$ cat config.mk
export PLATFORM = sky130hd
export DESIGN_NAME = reqack_responder
export DESIGN_NICKNAME = d
export VERILOG_FILES = /design/src/rtl/reqack_responder.sv
export SDC_FILE = /design/constraint.sdc
export NUM_CORES = 1
export LEC_CHECK = 0
export BUFFER_PORTS_ARGS = -buffer_cell sky130_fd_sc_hd__buf_4
export CAP_MARGIN = 15
export CORE_MARGIN = 4
export CORE_UTILIZATION = 50
export CTS_BUF_LIST = sky130_fd_sc_hd__clkbuf_2 sky130_fd_sc_hd__clkbuf_4 sky130_fd_sc_hd__clkbuf_8
export DETAILED_ROUTE_END_ITERATION = 6
export PLACE_DENSITY = 0.68
export SLEW_MARGIN = 20
export SYNTH_ARGS = -nofsm -noshare
export SYNTH_HDL_FRONTEND = slang
export SYNTH_SLANG_ARGS = --single-unit
$ cat constraint.sdc
create_clock -name clk -period 2.5 [get_ports clk]
set_input_delay 0 -clock clk [delete_from_list [all_inputs] [get_ports clk]]
set_output_delay 0 -clock clk [all_outputs]
set_load 0.01 [all_outputs]
$ cat src/rtl/reqack_responder.sv
// Target-side request/acknowledge responder: runs the ACK -> DATA -> DONE handshake
// for every request and buffers requests that arrive mid-handshake in a small FIFO.
module reqack_responder #(
   parameter int DW    = 8,
   parameter int DEPTH = 4,
   parameter int CNT_W = 16
) (
   input  logic                         clk,
   input  logic                         rst,
   input  logic                         request,
   input  logic [DW-1:0]                data_in,
   output logic                         acknowledge,
   output logic                         data_enable,
   output logic [DW-1:0]                data_out,
   output logic                         done,
   output logic                         busy,
   output logic [$clog2(DEPTH+1)-1:0]   pending,
   output logic                         overflow,
   output logic [CNT_W-1:0]             xfer_count
);

   localparam int PW = $clog2(DEPTH+1);
   localparam int AW = (DEPTH > 1) ? $clog2(DEPTH) : 1;

   typedef enum logic [1:0] {IDLE, ACK, DATA, DONE} state_t;

   state_t          state, state_nx;
   logic [DW-1:0]   xfer_q;
   logic [DW-1:0]   mem [DEPTH];
   logic [AW-1:0]   rd_ptr, wr_ptr;
   logic [PW-1:0]   count;

   logic fifo_empty, fifo_full, in_flight;
   logic pop, push, drop, load;
   logic [DW-1:0] load_data;

   function automatic logic [AW-1:0] ptr_inc(input logic [AW-1:0] p);
      return (p == AW'(DEPTH-1)) ? '0 : p + AW'(1);
   endfunction

   assign fifo_empty = (count == '0);
   assign fifo_full  = (count == PW'(DEPTH));
   assign in_flight  = (state == ACK) || (state == DATA);

   // In DONE a pop frees a slot, so a simultaneous push is always accepted.
   assign pop       = (state == DONE) && !fifo_empty;
   assign push      = request && ((in_flight && !fifo_full) || pop);
   assign drop      = request && in_flight && fifo_full;
   assign load      = ((state == IDLE) && request) || ((state == DONE) && (pop || request));
   assign load_data = pop ? mem[rd_ptr] : data_in;

   always_ff @(posedge clk) begin
      if (rst) state <= IDLE;
      else     state <= state_nx;
   end

   always_comb begin
      state_nx = state;
      case (state)
         IDLE: state_nx = request ? ACK : IDLE;
         ACK:  state_nx = DATA;
         DATA: state_nx = DONE;
         DONE: state_nx = (pop || request) ? ACK : IDLE;
         default: state_nx = IDLE;
      endcase
   end

   always_comb begin
      acknowledge = (state == ACK);
      data_enable = (state == DATA);
      done        = (state == DONE);
      busy        = (state != IDLE);
      data_out    = (state == DATA) ? xfer_q : '0;
   end

   always_ff @(posedge clk) begin
      if (rst)       xfer_q <= '0;
      else if (load) xfer_q <= load_data;
   end

   // Storage array carries no reset; occupancy is tracked by the pointers and count.
   always_ff @(posedge clk) begin
      if (!rst && push) mem[wr_ptr] <= data_in;
   end

   always_ff @(posedge clk) begin
      if (rst) begin
         rd_ptr <= '0;
         wr_ptr <= '0;
         count  <= '0;
      end else begin
         if (push) wr_ptr <= ptr_inc(wr_ptr);
         if (pop)  rd_ptr <= ptr_inc(rd_ptr);
         case ({push, pop})
            2'b10:   count <= count + PW'(1);
            2'b01:   count <= count - PW'(1);
            default: count <= count;
         endcase
      end
   end

   always_ff @(posedge clk) begin
      if (rst) begin
         overflow   <= 1'b0;
         xfer_count <= '0;
      end else begin
         if (drop) overflow <= 1'b1;
         if (state == DONE) xfer_count <= xfer_count + CNT_W'(1);
      end
   end

   assign pending = count;

endmodule

==> qor.json <==
{
  "synth": {
    "post_synth_inst_count": 256,
    "post_syn_area_sq_um": 2987,
    "ys.flop_type": "sky130_fd_sc_hd__dfxtp_1",
    "yosys.area_share.adder": 0.05279,
    "netlist.area_leader.share": 0.3217,
    "postSynthAreaPerCell_sq_um": 11.67,
    "synth_compound_gate_area_share": 0.06996,
    "synth.mux.area_fraction": 0.07834,
    "number_of_distinct_library_cells_after_synthesis": 42,
    "post_synth_xor_area_fraction": 0.03226,
    "synthArstFlopShare": 0,
    "synth.largest_area_cell": "sky130_fd_sc_hd__edfxtp_1",
    "synth-seq-cells": 68,
    "synth_seq_area_share": 0.5630,
    "synth.area.top_cells": "sky130_fd_sc_hd__edfxtp_1 (32%), sky130_fd_sc_hd__dfxtp_1 (24%), sky130_fd_sc_hd__mux4_2 (6.0%)",
    "synth_top_family_by_area": "simple AND/OR/NAND/NOR gates",
    "synth_simple_gate_area_frac": 0.1747,
    "synth-edff-count": 32,
    "synth-warning-count": 0,
    "syn-num-nets": 279
  },
  "drt": {
    "ant_nets": 0,
    "initialDrtViolationCount": 178,
    "detailroute.via_count": 2036,
    "vias_per_cell": 5.261,
    "routed_wire_length_per_instance_microns": 15.42,
    "remaining_drc_errors": 0,
    "drt_pass1_iterations": 4,
    "postRouteWirelength_mm": 5.969
  },
  "cells_and_area": {
    "final_nets": 333,
    "drive_above_1_share": 0.2508,
    "final_cells": 387,
    "antenna-diode-count": 0,
    "synthToLayoutAreaGrowth_pct": 23.46,
    "num-fill-cells": 445
  },
  "critical_path": {
    "worst_setup_path_start_kind": "flop",
    "arrival_time_reported_for_the_critical_path_endpoint_ps": 2050,
    "worstPathCellList": "inv_1 > ha_1 > o21ai_2 > nor3_1 > and2_1",
    "r2r_start": "state[0]$_SDFF_PP0_",
    "cp_top_family": "simple AND/OR/NAND/NOR gates",
    "crit_path_max_fanout": 8,
    "cpPeakStageDelay_ps": 420,
    "timing.critical_path.buf_inv": 1,
    "critical_path_type": "reg -> reg",
    "timing.critical_path.from": "state[0]$_SDFF_PP0_",
    "slowest_stage_cell_on_the_critical_path": "sky130_fd_sc_hd__and2_1",
    "worst_ep_required_time_ps": 2500,
    "setup.worst_path.end_class": "flop"
  },
  "pwr": {
    "total_power_mw": 2.682,
    "power.leakage_nw": 1.370,
    "power_density_nw_per_um2": 727.4,
    "ir_drop_mv": 0.4622
  },
  "clocking": {
    "clock_sinks": 68,
    "cts.root.buffer_cell": "sky130_fd_sc_hd__clkbuf_8",
    "cts_max_path_buffers": 2,
    "htreeDepth": 3,
    "clk-insertion-delay-late_ps": 340,
    "cts_inserted_buffers": 9,
    "post_cts_buffers": 0,
    "worst_setup_hold_path_clk_slew_ps": 70,
    "tritoncts": "done"
  },
  "status": {
    "run_status": "completed"
  },
  "placement": {
    "pre_cts_slack_ps": 472.6,
    "buffer_ports.inserted": 42,
    "dpl.hpwl_mm": 4.155,
    "globalplace.congestion": 0.7583,
    "post-place-cells": 362
  },
  "timing": {
    "max_slew_margin": 0.6084,
    "setup_viol": 0,
    "worst_slack_ps": 450.2,
    "final_max_slew_viol_count": 0,
    "grt_setup_unrepaired": "no",
    "max_slew.worst_pin.slew_ps": 586.7,
    "finalCriticalPeriod_ps": 2050,
    "timing.setup.tns_ps": 0,
    "final_hold_viol_count": 0,
    "fin_skew_ps": 4.411,
    "fmaxAchievable_mhz": 487.8,
    "min_period_over_period": 0.8199
  },
  "global_route": {
    "vias_in_the_first_global_route": 1868,
    "grt_usage": 0.1718,
    "gr-total-overflow": 0,
    "maximum_number_of_pins_on_one_net_before_global_route_repair": 42,
    "initial_antenna_violation_count": 0,
    "grt_first_pass_wirelength_mm": 9.570
  },
  "floorplanning": {
    "floorplan_die_area_sq_um": 7274,
    "floorplan.die.height_microns": 85.29,
    "row_count": 27,
    "initial_core_util": 0.5294,
    "coreArea_sq_um": 5642,
    "boundaryPins": 43,
    "dieWidth_microns": 85.29
  },
  "hold_path": {
    "hold_path.startpoint": "rst",
    "hold_class": "in -> reg"
  },
  "job": {
    "cap_viol_max_count": 0
  }
}
==> worst reg2reg max path: stages, from the launching register on <==
cell and delay [ps]:
sky130_fd_sc_hd__dfxtp_1 370, sky130_fd_sc_hd__inv_1 90, sky130_fd_sc_hd__ha_1 370, sky130_fd_sc_hd__o21ai_2 120, sky130_fd_sc_hd__nor3_1 350, sky130_fd_sc_hd__and2_1 420
==> per-layer routing <==
metal | vias to the layer above | share of wire | global-route usage | routed length, microns
li1 | 1024 | - | - | -
met1 | 936 | 0.50 | 0.2553 | 3003
met2 | 66 | 0.42 | 0.2387 | 2533
met3 | 10 | 0.057 | 0.03689 | 340
met4 | 0 | 0.015 | 0.07770 | 92
met5 | - | 0 | 0 | 0
==> logic make-up after synthesis <==
kind of cell             count (synthesis)
XOR/XNOR                                11
AND/OR/NAND/NOR                        104
flip-flops                              68
buffers and inverters                   20
AO/OA/AOI/OAI                           28
adder cells (fa/ha/maj)                 12
multiplexers                            13
==> path summary, 6_finish.rpt <==
| kind | cells after the start | to | slack [ps] |
|---|---|---|---|
| worst min register to register | 1 | overflow$_SDFFE_PP0P_ | 490 |
| worst max register to register | 5 | mem[1][5]$_DFFE_PP_ | 450 |
| worst max-delay path | 5 | mem[1][5]$_DFFE_PP_ | 450 |
| worst min-delay path | 2 | xfer_count[10]$_SDFFE_PP0P_ | 70 |
==> flip-flops by register name, indices dropped and copies added (netlist names), named ones only <==
signal	cells
xfer_count	16
overflow	1
xfer_q	8
pending	3
mem	32
rd_ptr	2
wr_ptr	2
state	2
==> cell usage in the layout (no fill, tap or decap), types with 8 or more instances in the layout <==
master,instances
sky130_fd_sc_hd__nand2_1,22
sky130_fd_sc_hd__clkbuf_8,9
sky130_fd_sc_hd__xnor2_1,8
sky130_fd_sc_hd__dfxtp_1,36
sky130_fd_sc_hd__ha_1,11
sky130_fd_sc_hd__edfxtp_1,32
sky130_fd_sc_hd__mux4_2,8
sky130_fd_sc_hd__nor2_1,31
sky130_fd_sc_hd__a21oi_1,8
sky130_fd_sc_hd__and2_1,13
sky130_fd_sc_hd__a311oi_1,8
sky130_fd_sc_hd__buf_4,44
sky130_fd_sc_hd__nor3_1,10
sky130_fd_sc_hd__inv_1,10
sky130_fd_sc_hd__dlygate4sd3_1,9
==> report_power, final <==
group          switching (mW)  leakage, nW  internal, mW
sequential             0.0410        0.580          1.22
clock                   0.415        0.117         0.659
combinational           0.194        0.673         0.157
==> cell usage after synthesis (3+ instances only) <==
cell	count
sky130_fd_sc_hd__dfxtp_1	36
sky130_fd_sc_hd__edfxtp_1	32
sky130_fd_sc_hd__nor2_1	31
sky130_fd_sc_hd__nand2_1	22
sky130_fd_sc_hd__and2_1	13
sky130_fd_sc_hd__ha_1	11
sky130_fd_sc_hd__inv_1	10
sky130_fd_sc_hd__nor3_1	10
sky130_fd_sc_hd__a21oi_1	8
sky130_fd_sc_hd__a311oi_1	8
sky130_fd_sc_hd__mux4_2	8
sky130_fd_sc_hd__xnor2_1	8
sky130_fd_sc_hd__nand3_1	5
sky130_fd_sc_hd__nor4_1	5
sky130_fd_sc_hd__nor2b_1	4
sky130_fd_sc_hd__o21ai_0	4
sky130_fd_sc_hd__buf_2	3
sky130_fd_sc_hd__clkbuf_1	3
sky130_fd_sc_hd__nand4_1	3
sky130_fd_sc_hd__or3_1	3
sky130_fd_sc_hd__xor2_1	3
==> area by class of cell <==
cell class,count,area [sq um],area share
inverters,10,37.54,0.01018
flip-flops and latches,68,1682,0.4561
clock buffers,9,123.9,0.03359
well taps,72,90.09,0.02443
multi-input cells,168,1219,0.3305
clock inverters,7,115.1,0.03122
repair buffers,53,420.4,0.1140
==> metrics by stage <==
stage	hold slack [ps]	utilization	area [sq um]
after global routing	92.92	0.6536	3687
final	68.54	0.6536	3687
after CTS	66.03	0.6536	3687
after global placement	227.4	0.5953	3358
after detailed placement	231.2	0.5953	3358
after floorplan	98.87	-	2987
==> what timing repair did <==
action                                 4_1_cts  5_1_grt
endpoints found under the hold margin       41        0
hold buffers                                 9        0
resized for setup                            0        0
(Power assumes the default switching activity.)
